--- src/rtl/keypad_loop_recorder_if.sv ---
// Keypad-side signal bundle of the loop recorder: live keys and transport
// commands towards the recorder, synthetic keypad vector and status back.
interface keypad_loop_recorder_if #(
    parameter int DEPTH = 16
) ();
    localparam int CNT_W = $clog2(DEPTH + 1);

    logic             en;
    logic [14:0]      keypad_i;
    logic             rec_start;
    logic             play_start;
    logic             stop;
    logic [14:0]      keypad_o;
    logic [1:0]       state_o;
    logic [CNT_W-1:0] count_o;
    logic             full;

    modport master (
        output en, keypad_i, rec_start, play_start, stop,
        input  keypad_o, state_o, count_o, full
    );

    modport slave (
        input  en, keypad_i, rec_start, play_start, stop,
        output keypad_o, state_o, count_o, full
    );
endinterface

--- src/rtl/keypad_loop_recorder.sv ---
// Records the keypad vector as (vector, duration) segments and replays them in
// a loop; live keys pass straight through whenever it is not playing.
module keypad_loop_recorder #(
    parameter int DEPTH    = 16,
    parameter int TICK_DIV = 12000,
    parameter int DUR_W    = 12
) (
    input  logic                  clk,
    input  logic                  rst,
    keypad_loop_recorder_if.slave bus
);
    localparam int CNT_W = $clog2(DEPTH + 1);
    localparam int PTR_W = (DEPTH > 1) ? $clog2(DEPTH) : 1;
    localparam int PRE_W = (TICK_DIV > 1) ? $clog2(TICK_DIV) : 1;

    localparam logic [DUR_W-1:0] DUR_MAX   = {DUR_W{1'b1}};
    localparam logic [DUR_W-1:0] DUR_SPLIT = DUR_MAX - 1'b1;
    localparam logic [DUR_W-1:0] DUR_ONE   = DUR_W'(1);
    localparam logic [PRE_W-1:0] PRE_LAST  = PRE_W'(TICK_DIV - 1);
    localparam logic [CNT_W-1:0] CNT_FULL  = CNT_W'(DEPTH);

    typedef enum logic [1:0] {
        S_IDLE = 2'b00,
        S_REC  = 2'b01,
        S_PLAY = 2'b10
    } state_t;

    state_t           state_reg;
    logic [CNT_W-1:0] count_reg;
    logic             full_reg;
    logic [PRE_W-1:0] presc_reg;
    logic [DUR_W-1:0] dur_reg;
    logic [14:0]      cur_vec_reg;
    logic [PTR_W-1:0] rd_ptr_reg;
    logic [DUR_W-1:0] remain_reg;
    logic [14:0]      play_vec_reg;

    logic [14:0]      vec_mem [DEPTH];
    logic [DUR_W-1:0] dur_mem [DEPTH];

    logic             tick;
    logic             key_change;
    logic             dur_zero;
    logic             seg_saturate;
    logic             cmd_stop;
    logic             cmd_rec;
    logic             cmd_play;
    logic             wr_en;
    logic [PTR_W-1:0] wr_addr;
    logic [14:0]      wr_vec;
    logic [DUR_W-1:0] wr_dur;
    logic [CNT_W-1:0] count_next;
    logic [CNT_W-1:0] ptr_inc;
    logic [PTR_W-1:0] rd_ptr_adv;

    assign tick       = bus.en && (presc_reg == PRE_LAST);
    assign key_change = (bus.keypad_i != cur_vec_reg);
    assign dur_zero   = (dur_reg == '0);
    // Split as soon as a segment reaches the longest storable length, so the
    // follow-on segment starts counting from the very next tick.
    assign seg_saturate = tick && (dur_reg == DUR_SPLIT);

    // stop outranks rec_start, which outranks play_start
    assign cmd_stop = bus.en && bus.stop;
    assign cmd_rec  = bus.en && bus.rec_start && !bus.stop;
    assign cmd_play = bus.en && bus.play_start && !bus.stop && !bus.rec_start
                      && (state_reg != S_REC) && (count_reg != '0);

    always_comb begin
        wr_en   = 1'b0;
        wr_vec  = cur_vec_reg;
        wr_dur  = dur_reg;
        wr_addr = PTR_W'(count_reg);
        if (bus.en && state_reg == S_REC) begin
            if (bus.stop) begin
                wr_en = !dur_zero && !full_reg;
            end else if (!bus.rec_start) begin
                if (key_change) begin
                    // a segment shorter than one tick is dropped as a glitch
                    wr_en = !dur_zero;
                end else if (seg_saturate) begin
                    wr_en  = 1'b1;
                    wr_dur = DUR_MAX;
                end
            end
        end
    end

    always_comb begin
        count_next = count_reg;
        if (cmd_rec) begin
            count_next = '0;
        end else if (wr_en) begin
            count_next = count_reg + 1'b1;
        end
    end

    always_comb begin
        ptr_inc    = CNT_W'(rd_ptr_reg) + 1'b1;
        rd_ptr_adv = (ptr_inc == count_reg) ? '0 : PTR_W'(ptr_inc);
    end

    // Entry storage; contents are only meaningful below count_reg.
    always_ff @(posedge clk) begin
        if (wr_en) begin
            vec_mem[wr_addr] <= wr_vec;
            dur_mem[wr_addr] <= wr_dur;
        end
    end

    always_ff @(posedge clk or posedge rst) begin
        if (rst) begin
            state_reg    <= S_IDLE;
            count_reg    <= '0;
            full_reg     <= 1'b0;
            presc_reg    <= '0;
            dur_reg      <= '0;
            cur_vec_reg  <= '0;
            rd_ptr_reg   <= '0;
            remain_reg   <= '0;
            play_vec_reg <= '0;
        end else if (bus.en) begin
            presc_reg <= tick ? '0 : presc_reg + 1'b1;
            count_reg <= count_next;
            full_reg  <= (count_next == CNT_FULL);

            if (cmd_stop) begin
                state_reg <= S_IDLE;
            end else if (cmd_rec) begin
                state_reg   <= S_REC;
                cur_vec_reg <= bus.keypad_i;
                dur_reg     <= '0;
                presc_reg   <= '0;
            end else if (cmd_play) begin
                state_reg    <= S_PLAY;
                rd_ptr_reg   <= '0;
                play_vec_reg <= vec_mem[0];
                remain_reg   <= dur_mem[0];
                presc_reg    <= '0;
            end else begin
                case (state_reg)
                    S_REC: begin
                        if (key_change) begin
                            cur_vec_reg <= bus.keypad_i;
                            dur_reg     <= (dur_zero && tick) ? DUR_ONE : '0;
                        end else if (tick) begin
                            dur_reg <= seg_saturate ? '0 : dur_reg + 1'b1;
                        end
                        if (wr_en && count_next == CNT_FULL) begin
                            state_reg <= S_IDLE;
                        end
                    end
                    S_PLAY: begin
                        if (tick) begin
                            if (remain_reg <= DUR_ONE) begin
                                rd_ptr_reg   <= rd_ptr_adv;
                                play_vec_reg <= vec_mem[rd_ptr_adv];
                                remain_reg   <= dur_mem[rd_ptr_adv];
                            end else begin
                                remain_reg <= remain_reg - 1'b1;
                            end
                        end
                    end
                    default: begin
                    end
                endcase
            end
        end
    end

    assign bus.keypad_o = (state_reg == S_PLAY) ? play_vec_reg : bus.keypad_i;
    assign bus.state_o  = state_reg;
    assign bus.count_o  = count_reg;
    assign bus.full     = full_reg;
endmodule

--- src/flat_wrapper.sv ---
// flat-port wrapper written by rule: the top's interface ports become plain ports
module keypad_loop_recorder_flat 
#(
    parameter int DEPTH    = 16,
    parameter int TICK_DIV = 12000,
    parameter int DUR_W    = 12
)
  (clk, rst, bus_en, bus_keypad_i, bus_rec_start, bus_play_start, bus_stop, bus_keypad_o, bus_state_o, bus_count_o, bus_full);
  keypad_loop_recorder_if #(.DEPTH(DEPTH)) bus_i ();
  input  logic clk;
  input  logic rst;
  input wire logic [$bits(bus_i.en)-1:0] bus_en;
  input wire logic [$bits(bus_i.keypad_i)-1:0] bus_keypad_i;
  input wire logic [$bits(bus_i.rec_start)-1:0] bus_rec_start;
  input wire logic [$bits(bus_i.play_start)-1:0] bus_play_start;
  input wire logic [$bits(bus_i.stop)-1:0] bus_stop;
  output wire logic [$bits(bus_i.keypad_o)-1:0] bus_keypad_o;
  output wire logic [$bits(bus_i.state_o)-1:0] bus_state_o;
  output wire logic [$bits(bus_i.count_o)-1:0] bus_count_o;
  output wire logic [$bits(bus_i.full)-1:0] bus_full;
  assign bus_i.en = bus_en;
  assign bus_i.keypad_i = bus_keypad_i;
  assign bus_i.rec_start = bus_rec_start;
  assign bus_i.play_start = bus_play_start;
  assign bus_i.stop = bus_stop;
  assign bus_keypad_o = bus_i.keypad_o;
  assign bus_state_o = bus_i.state_o;
  assign bus_count_o = bus_i.count_o;
  assign bus_full = bus_i.full;
  keypad_loop_recorder #(.DEPTH(DEPTH), .TICK_DIV(TICK_DIV), .DUR_W(DUR_W)) u_core (.clk(clk), .rst(rst), .bus(bus_i));
endmodule
--- config.mk ---
export PLATFORM = sky130hd
export DESIGN_NAME = keypad_loop_recorder_flat
export DESIGN_NICKNAME = d
export VERILOG_FILES = /design/src/rtl/keypad_loop_recorder_if.sv /design/src/rtl/keypad_loop_recorder.sv /design/src/flat_wrapper.sv
export SDC_FILE = /design/constraint.sdc
export NUM_CORES = 1
export LEC_CHECK = 0
export CAP_MARGIN = 25
export CORE_MARGIN = 1
export CORE_UTILIZATION = 40
export DETAILED_ROUTE_END_ITERATION = 10
export PLACE_DENSITY = 0.64
export SLEW_MARGIN = 40
export SYNTH_ARGS = -nofsm -noshare
export SYNTH_HDL_FRONTEND = slang
export SYNTH_SLANG_ARGS = --single-unit
--- constraint.sdc ---
create_clock -name clk -period 4.6 [get_ports clk]
set_input_delay 0.92 -clock clk [delete_from_list [all_inputs] [get_ports clk]]
set_output_delay 0.92 -clock clk [all_outputs]
set_load 0.02 [all_outputs]
# Word-level counts from Yosys, hierarchy flattened
# Memory sizes are Yosys's and may differ from the RTL's.
# Cells that the tools add are included.
[word_totals]
wordCells = 109
ram_bits = 432
in_bits = 21
memories = 2
reg_bits = 80
out_inout_bits = 23
[memory_table]
columns = ["memory", "depth", "width", "read_ports", "rd_clocked_by_memory_dff", "write_ports", "line_no", "rtl"]
rows = [
  ["u_core.vec_mem", 16, 15, 2, 0, 1, "keypad_loop_recorder.sv:38", "logic [14:0] vec_mem [DEPTH];"],
  ["u_core.dur_mem", 16, 12, 2, 0, 1, "keypad_loop_recorder.sv:39", "logic [DUR_W-1:0] dur_mem [DEPTH];"],
]
[classes]
n_reduce_logical = 33
order_cmp = 1
n_bitwise = 2
muxes = 48
n_addsub = 5
eq_ne = 9
[op_table]
columns = ["operator", "count"]
rows = [
  ["two-way mux 12 bit", 15],
  ["two-way mux 15 bit", 9],
  ["two-way mux 14 bit", 4],
  ["two-way mux 4 bit", 5],
  ["!= test 15 bit", 1],
  ["AND reduction 5 bit", 3],
  ["adder 14 x 1 -> 14 bit, second input constant", 1],
  ["== test 14 bit, second input constant", 1],
  ["logical AND 1 bit", 14],
  ["adder 12 x 1 -> 12 bit, second input constant", 1],
  ["== test 12 bit, second input constant", 1],
  ["<= comparator 12 x 1 -> 1 bit, second input constant", 1],
  ["logical NOT 12 bit", 1],
  ["subtractor 12 x 1 -> 12 bit, second input constant", 1],
  ["two-way mux 2 bit", 5],
  ["two-way mux 5 bit", 2],
  ["nonzero test 2 bit", 5],
  ["two-way mux 1 bit", 8],
  ["nonzero test 4 bit", 2],
  ["AND reduction 6 bit", 1],
  ["adder 4 x 1 -> 5 bit, second input constant", 1],
  ["adder 5 x 1 -> 5 bit, second input constant", 1],
  ["== test 5 bit", 1],
  ["== test 5 bit, second input constant", 1],
  ["8 further kinds", 13],
]

# Longest topological paths before layout
[logic_depth]
ltp_word = 17
ltp_mapped = 13
depth_no_buf = 10

# Least setup slack after synthesis
# Ideal clock, no wire load.
[synth_timing]
kind = "input-to-reg"
from = "input port bus_keypad_i[2]"
to = "memory u_core.dur_mem[11][0], enable pin"
path_buffers = 0
setup_ps = 451
required_time_ps = 4149
path_stages = 7
t_arrival_ps = 4343
setup_slack_ps = -194
cell_sequence = "xnor2_1 -> nand4_1 -> nor4_2 -> nand4_1 -> nand2_2 -> nand2_1 -> nor3b_1"
[synth_via]
elab_chain_cells = 7
[synth_lines]
columns = ["item", "line_no", "rtl"]
rows = [
  ["start, declared", "flat_wrapper.sv:13", "input wire logic [$bits(bus_i.keypad_i)-1:0] bus_keypad_i;"],
  ["!= test 15 bit", "keypad_loop_recorder.sv:57", "assign key_change = (bus.keypad_i != cur_vec_reg);"],
  ["two-way mux 1 bit", "keypad_loop_recorder.sv:78", "if (key_change) begin"],
  ["two-way mux 1 bit", "keypad_loop_recorder.sv:77", "end else if (!bus.rec_start) begin"],
  ["two-way mux 1 bit", "keypad_loop_recorder.sv:75", "if (bus.stop) begin"],
  ["two-way mux 1 bit", "keypad_loop_recorder.sv:74", "if (bus.en && state_reg == S_REC) begin"],
  ["two-way mux 1 bit", "keypad_loop_recorder.sv:105", "if (wr_en) begin"],
  ["two-way mux 1 bit (implied by the code)", "keypad_loop_recorder.sv:107", "dur_mem[wr_addr] <= wr_dur;"],
  ["end, declared", "keypad_loop_recorder.sv:39", ""],
]
# Every way passes these cells.

# Worst setup path after layout
[layout_timing]
from = "register u_core.rd_ptr_reg[0]"
to = "register u_core.remain_reg[7]"
[layout_via]
elab_chain_cells = 8
[layout_lines]
columns = ["item", "line_no", "rtl"]
rows = [
  ["start, declared", "keypad_loop_recorder.sv:34", "logic [PTR_W-1:0] rd_ptr_reg;"],
  ["start signal, assigned", "keypad_loop_recorder.sv:156", "rd_ptr_reg <= rd_ptr_adv;"],
  ["adder 4 x 1 -> 5 bit *", "keypad_loop_recorder.sv:99", "ptr_inc = CNT_W'(rd_ptr_reg) + 1'b1;"],
  ["== test 5 bit", "keypad_loop_recorder.sv:100", "rd_ptr_adv = (ptr_inc == count_reg) ? '0 : PTR_W'(ptr_inc);"],
  ["two-way mux 4 bit *", "keypad_loop_recorder.sv:100", ""],
  ["memory read (16 x 12 bit) *", "-", ""],
  ["two-way mux 12 bit *", "keypad_loop_recorder.sv:155", "if (remain_reg <= DUR_ONE) begin"],
  ["two-way mux 12 bit *", "keypad_loop_recorder.sv:154", "if (tick) begin"],
  ["two-way mux 12 bit *", "keypad_loop_recorder.sv:141", "case (state_reg)"],
  ["two-way mux 12 bit *", "keypad_loop_recorder.sv:134", "end else if (cmd_play) begin"],
  ["end signal, assigned", "keypad_loop_recorder.sv:138", "remain_reg <= dur_mem[0];"],
  ["end signal, assigned", "keypad_loop_recorder.sv:158", "remain_reg <= dur_mem[rd_ptr_adv];"],
  ["end signal, assigned", "keypad_loop_recorder.sv:160", "remain_reg <= remain_reg - 1'b1;"],
  ["end, declared", "keypad_loop_recorder.sv:35", "logic [DUR_W-1:0] remain_reg;"],
]
# Every way passes the cells marked *; elsewhere a longest branch is shown, timed or not. The select of a mux whose other input is x is not followed.
# A chain may end at the register's enable or synchronous reset.

==> out/metrics.csv <==
stage;metric;value;unit
routing;wire_per_inst;24.6;um
power;pwr-share-comb;27.0;%
routing;ant_nets;0;
floorplanning;die_w;237;um
worst_setup_path;reg2regPathDepth;10;
sta;slew_viol_final;0;
synth;synth_most_common_cell;edfxtp_1;
clock_tree;cts_tree;yes;
job;maxCapViolCount;0;
layout;fin_cells;2478;
sta;timing.hold.ws;0.514;ns
worst_setup_path;slowest_delay;0.58;ns
clock_tree;clk_latency;0.63;ns
outcome;outcome;finished, final reports clean;
grt;grt_first_pass_wirelength;91.8;mm
worst_setup_path;slowest_stage;dfrtp_4;
place;hpwl;37.1;mm
clock_tree;cts.sinks;512;
worst_setup_path;endpoint_kind;flip-flop;
layout;final_area;25500;um2
power;internal-power;8.91;mW
worst_setup_path;start_kind;flip-flop;
sta;finalHoldViolCount;0;
grt;overflow;0;
synth;syn_inst;1692;
place;dp_slack;0.463;ns
routing;vias_per_cell;5.87;
grt;grt_start_max_net_pins;145;
layout;drive_gt1_share;12.2;%
place;placed_cells;2381;
layout;nFillCells;4682;
clock_tree;cts_root_buf;clkbuf_16;
synth;synth_common_cells;edfxtp_1 (432), nand2_1 (202), o21ai_0 (145);
worst_setup_path;crit_arrival;4.27;ns
layout;top_regs;u_core.vec_mem: 240 flops, u_core.dur_mem: 192 flops;
place;io_buffers;43;
worst_setup_path;critical_path_class;reg2reg;
layout;area_delta_synth_final;15.7;%
grt;antenna_found_initial;0;
routing;drc_errors;0;
routing;vias;14600;
power;peakVddDrop;0.347;mV
power;finalPower;13.5;mW
sta;clock_skew;0.0481;ns
worst_setup_path;required;5.12;ns
power;powerDensity;530;nW/um2
sta;setup_viol;0;
synth;ys.flop_type;edfxtp_1;
sta;clock.fmax;266;MHz
worst_setup_path;cp_cell_sequence;ha_1 -> xnor2_1 -> nand2_1 -> a2111oi_2 -> or2_2 -> buf_12 -> o22ai_1 -> a32oi_1 -> o21ai_0 -> o41ai_2;
worst_setup_path;r2r_setup_slack;0.85;ns
synth;yosysSeqAreaShare;68.1;%
synth;postSynthAreaPerCell;13.0;um2
sta;rsz0062_at_grt;no;
worst_setup_path;r2r-end;u_core.remain_reg[7]$_DFFE_PP0P_;
clock_tree;cts_made_buffers;51;
power;swShare;34.0;%
worst_setup_path;cp_max_fo;50;
place;finalWeightedCongestion;0.878;
worst_setup_path;reg2reg_from;u_core.rd_ptr_reg[0]$_DFFE_PP0P_;
layout;fin_nets;1771;
sta;tns;0;ns
routing;wirelength;61.0;mm
synth;synth_top_area_share;59.0;%
power;power_frac_seq;42.5;%
routing;firstDrtPassIters;5;
synth;ys_warn_count;0;
grt;grt_pass1_vias;14200;
sta;fin_crit;3.75;ns
clock_tree;htreeDepth;2;
floorplanning;dieArea;56000;um2
synth;yosys_register_bits;512;
hold_path;min_from;u_core.vec_mem[0][8]$_DFFE_PP_;
power;pwr-share-clk;30.5;%
synth;yosys.cell_types.count;83;
sta;slew-limit-headroom;45.9;%
clock_tree;clockBufferDepth;3;
clock_tree;cts_hold_buf;0;
synth;synth_nets;1724;
layout;regMostFlops;u_core.vec_mem;
floorplanning;io_pins;44;
power;leakagePower;8.75;nW
clock_tree;clkTransAtPathRegs;0.06;ns
sta;timing.final.crit_share;81.6;%
synth;ys_async_sr_fraction;15.6;%
grt;grtUsageTotal;22.0;%
floorplanning;die_h;237;um
layout;final_util;47.0;%
synth;synth-edff-count;432;
sta;setup_ws;0.846;ns
place;place_area;23800;um2
hold_path;hold_end;u_core.play_vec_reg[8]$_DFFE_PP0P_;
floorplanning;initial_core_util;40.6;%
floorplanning;design.core.area;54100;um2
layout;largest_reg_flops;240;
floorplanning;rows;85;
clock_tree;cts_setup_buffers;0;
clock_tree;cts_resized;0;
power;power.switching;4.59;mW
hold_path;hp-class;reg2reg;
routing;drt-initial-drc-count;1757;
sta;tightest_slew;0.811;ns
synth;synthesis.area;22000;um2
synth;synth_area_leaders;edfxtp_1 (59%), dfrtp_1 (9.1%), nand2_1 (3.4%);
hold_path;holdPathStages;2;
synth;yosysTopAreaCell;edfxtp_1;
[worst max-delay path by stage]
stage | from | endpoint | depth (start not counted)
3_5_place_dp | bus_en | u_core.remain_reg[11]$_DFFE_PP0P_ | 8
3_3_place_gp | bus_keypad_i[13] | u_core.vec_mem[7][11]$_DFFE_PP_ | 10
5_1_grt | u_core.rd_ptr_reg[0]$_DFFE_PP0P_ | u_core.remain_reg[3]$_DFFE_PP0P_ | 9
4_1_cts | u_core.rd_ptr_reg[0]$_DFFE_PP0P_ | u_core.remain_reg[7]$_DFFE_PP0P_ | 10
2_1_floorplan | bus_keypad_i[2] | u_core.dur_mem[10][0]$_DFFE_PP_ | 7
6_report | u_core.rd_ptr_reg[0]$_DFFE_PP0P_ | u_core.remain_reg[7]$_DFFE_PP0P_ | 10
[critical path: cells and delay by family, from the launching register on]
family          cells  cell delay (ns)
buf+inv             1             0.30
compound gates      5             1.40
flops               1             0.58
simple gates        2             0.61
xor+xnor            1             0.24
fa+ha+maj           1             0.47
[cell usage in the layout (no fill, tap or decap), drive strengths merged, types with 10 or more instances in the layout]
cell type	netlist	routed
clkinv	0	21
mux2i	58	58
a21oi	56	56
clkbuf	64	65
dfrtp	80	80
ha	11	11
o221ai	14	14
or3	13	13
nand2	203	203
and3	18	18
buf	48	63
inv	20	22
xnor2	30	30
nor3	32	32
a32oi	13	13
nand3	51	51
edfxtp	432	432
xor2	21	21
nand4	26	26
a31oi	19	19
nor2	105	105
o31ai	11	11
nor4	16	16
mux2	31	31
o21ai	147	147
a211oi	15	15
a2bb2oi	10	10
clkdlybuf4s50	0	43
[cell families after synthesis]
logic type,after synthesis,share of synthesized area [%]
flops,512,68.1
fa+ha+maj,11,0.625
compound gates,369,10.8
buf+inv,132,2.56
simple gates,525,11.4
xor+xnor,51,2.03
mux,92,4.53
[layer usage]
| layer | vias up | routed length [um] | GRT usage, % |
|---|---|---|---|
| met5 | - | 0 | 0 |
| met4 | 0 | 1710 | 6.71 |
| met3 | 100 | 4370 | 4.01 |
| met2 | 569 | 29100 | 35.5 |
| met1 | 7365 | 25900 | 30.2 |
| li1 | 6516 | - | - |
[final cells by class]
cell class                      instances  area, um2  area share [%]
Clock buffer                           65       1330            5.22
Timing Repair Buffer                  106       1230            4.82
Clock inverter                         29        312            1.22
Antenna cell                            2       5.00          0.0197
Multi-Input combinational cell       1048       6650            26.1
Sequential cell                       512      15000            58.8
Tap cell                              696        871            3.42
Inverter                               20       80.1           0.315
[power groups by stage]
| stage | sequential (mW) | clock (mW) | combinational [mW] |
|---|---|---|---|
| 2_1_floorplan | 5.63 | 0 | 2.36 |
| 3_3_place_gp | 5.81 | 0 | 3.54 |
| 3_5_place_dp | 5.83 | 0 | 3.60 |
| 4_1_cts | 5.73 | 4.18 | 3.62 |
| 5_1_grt | 5.77 | 4.36 | 3.95 |
| 6_report | 5.74 | 4.12 | 3.65 |
Note: power is estimated with default switching activity, not from simulation.
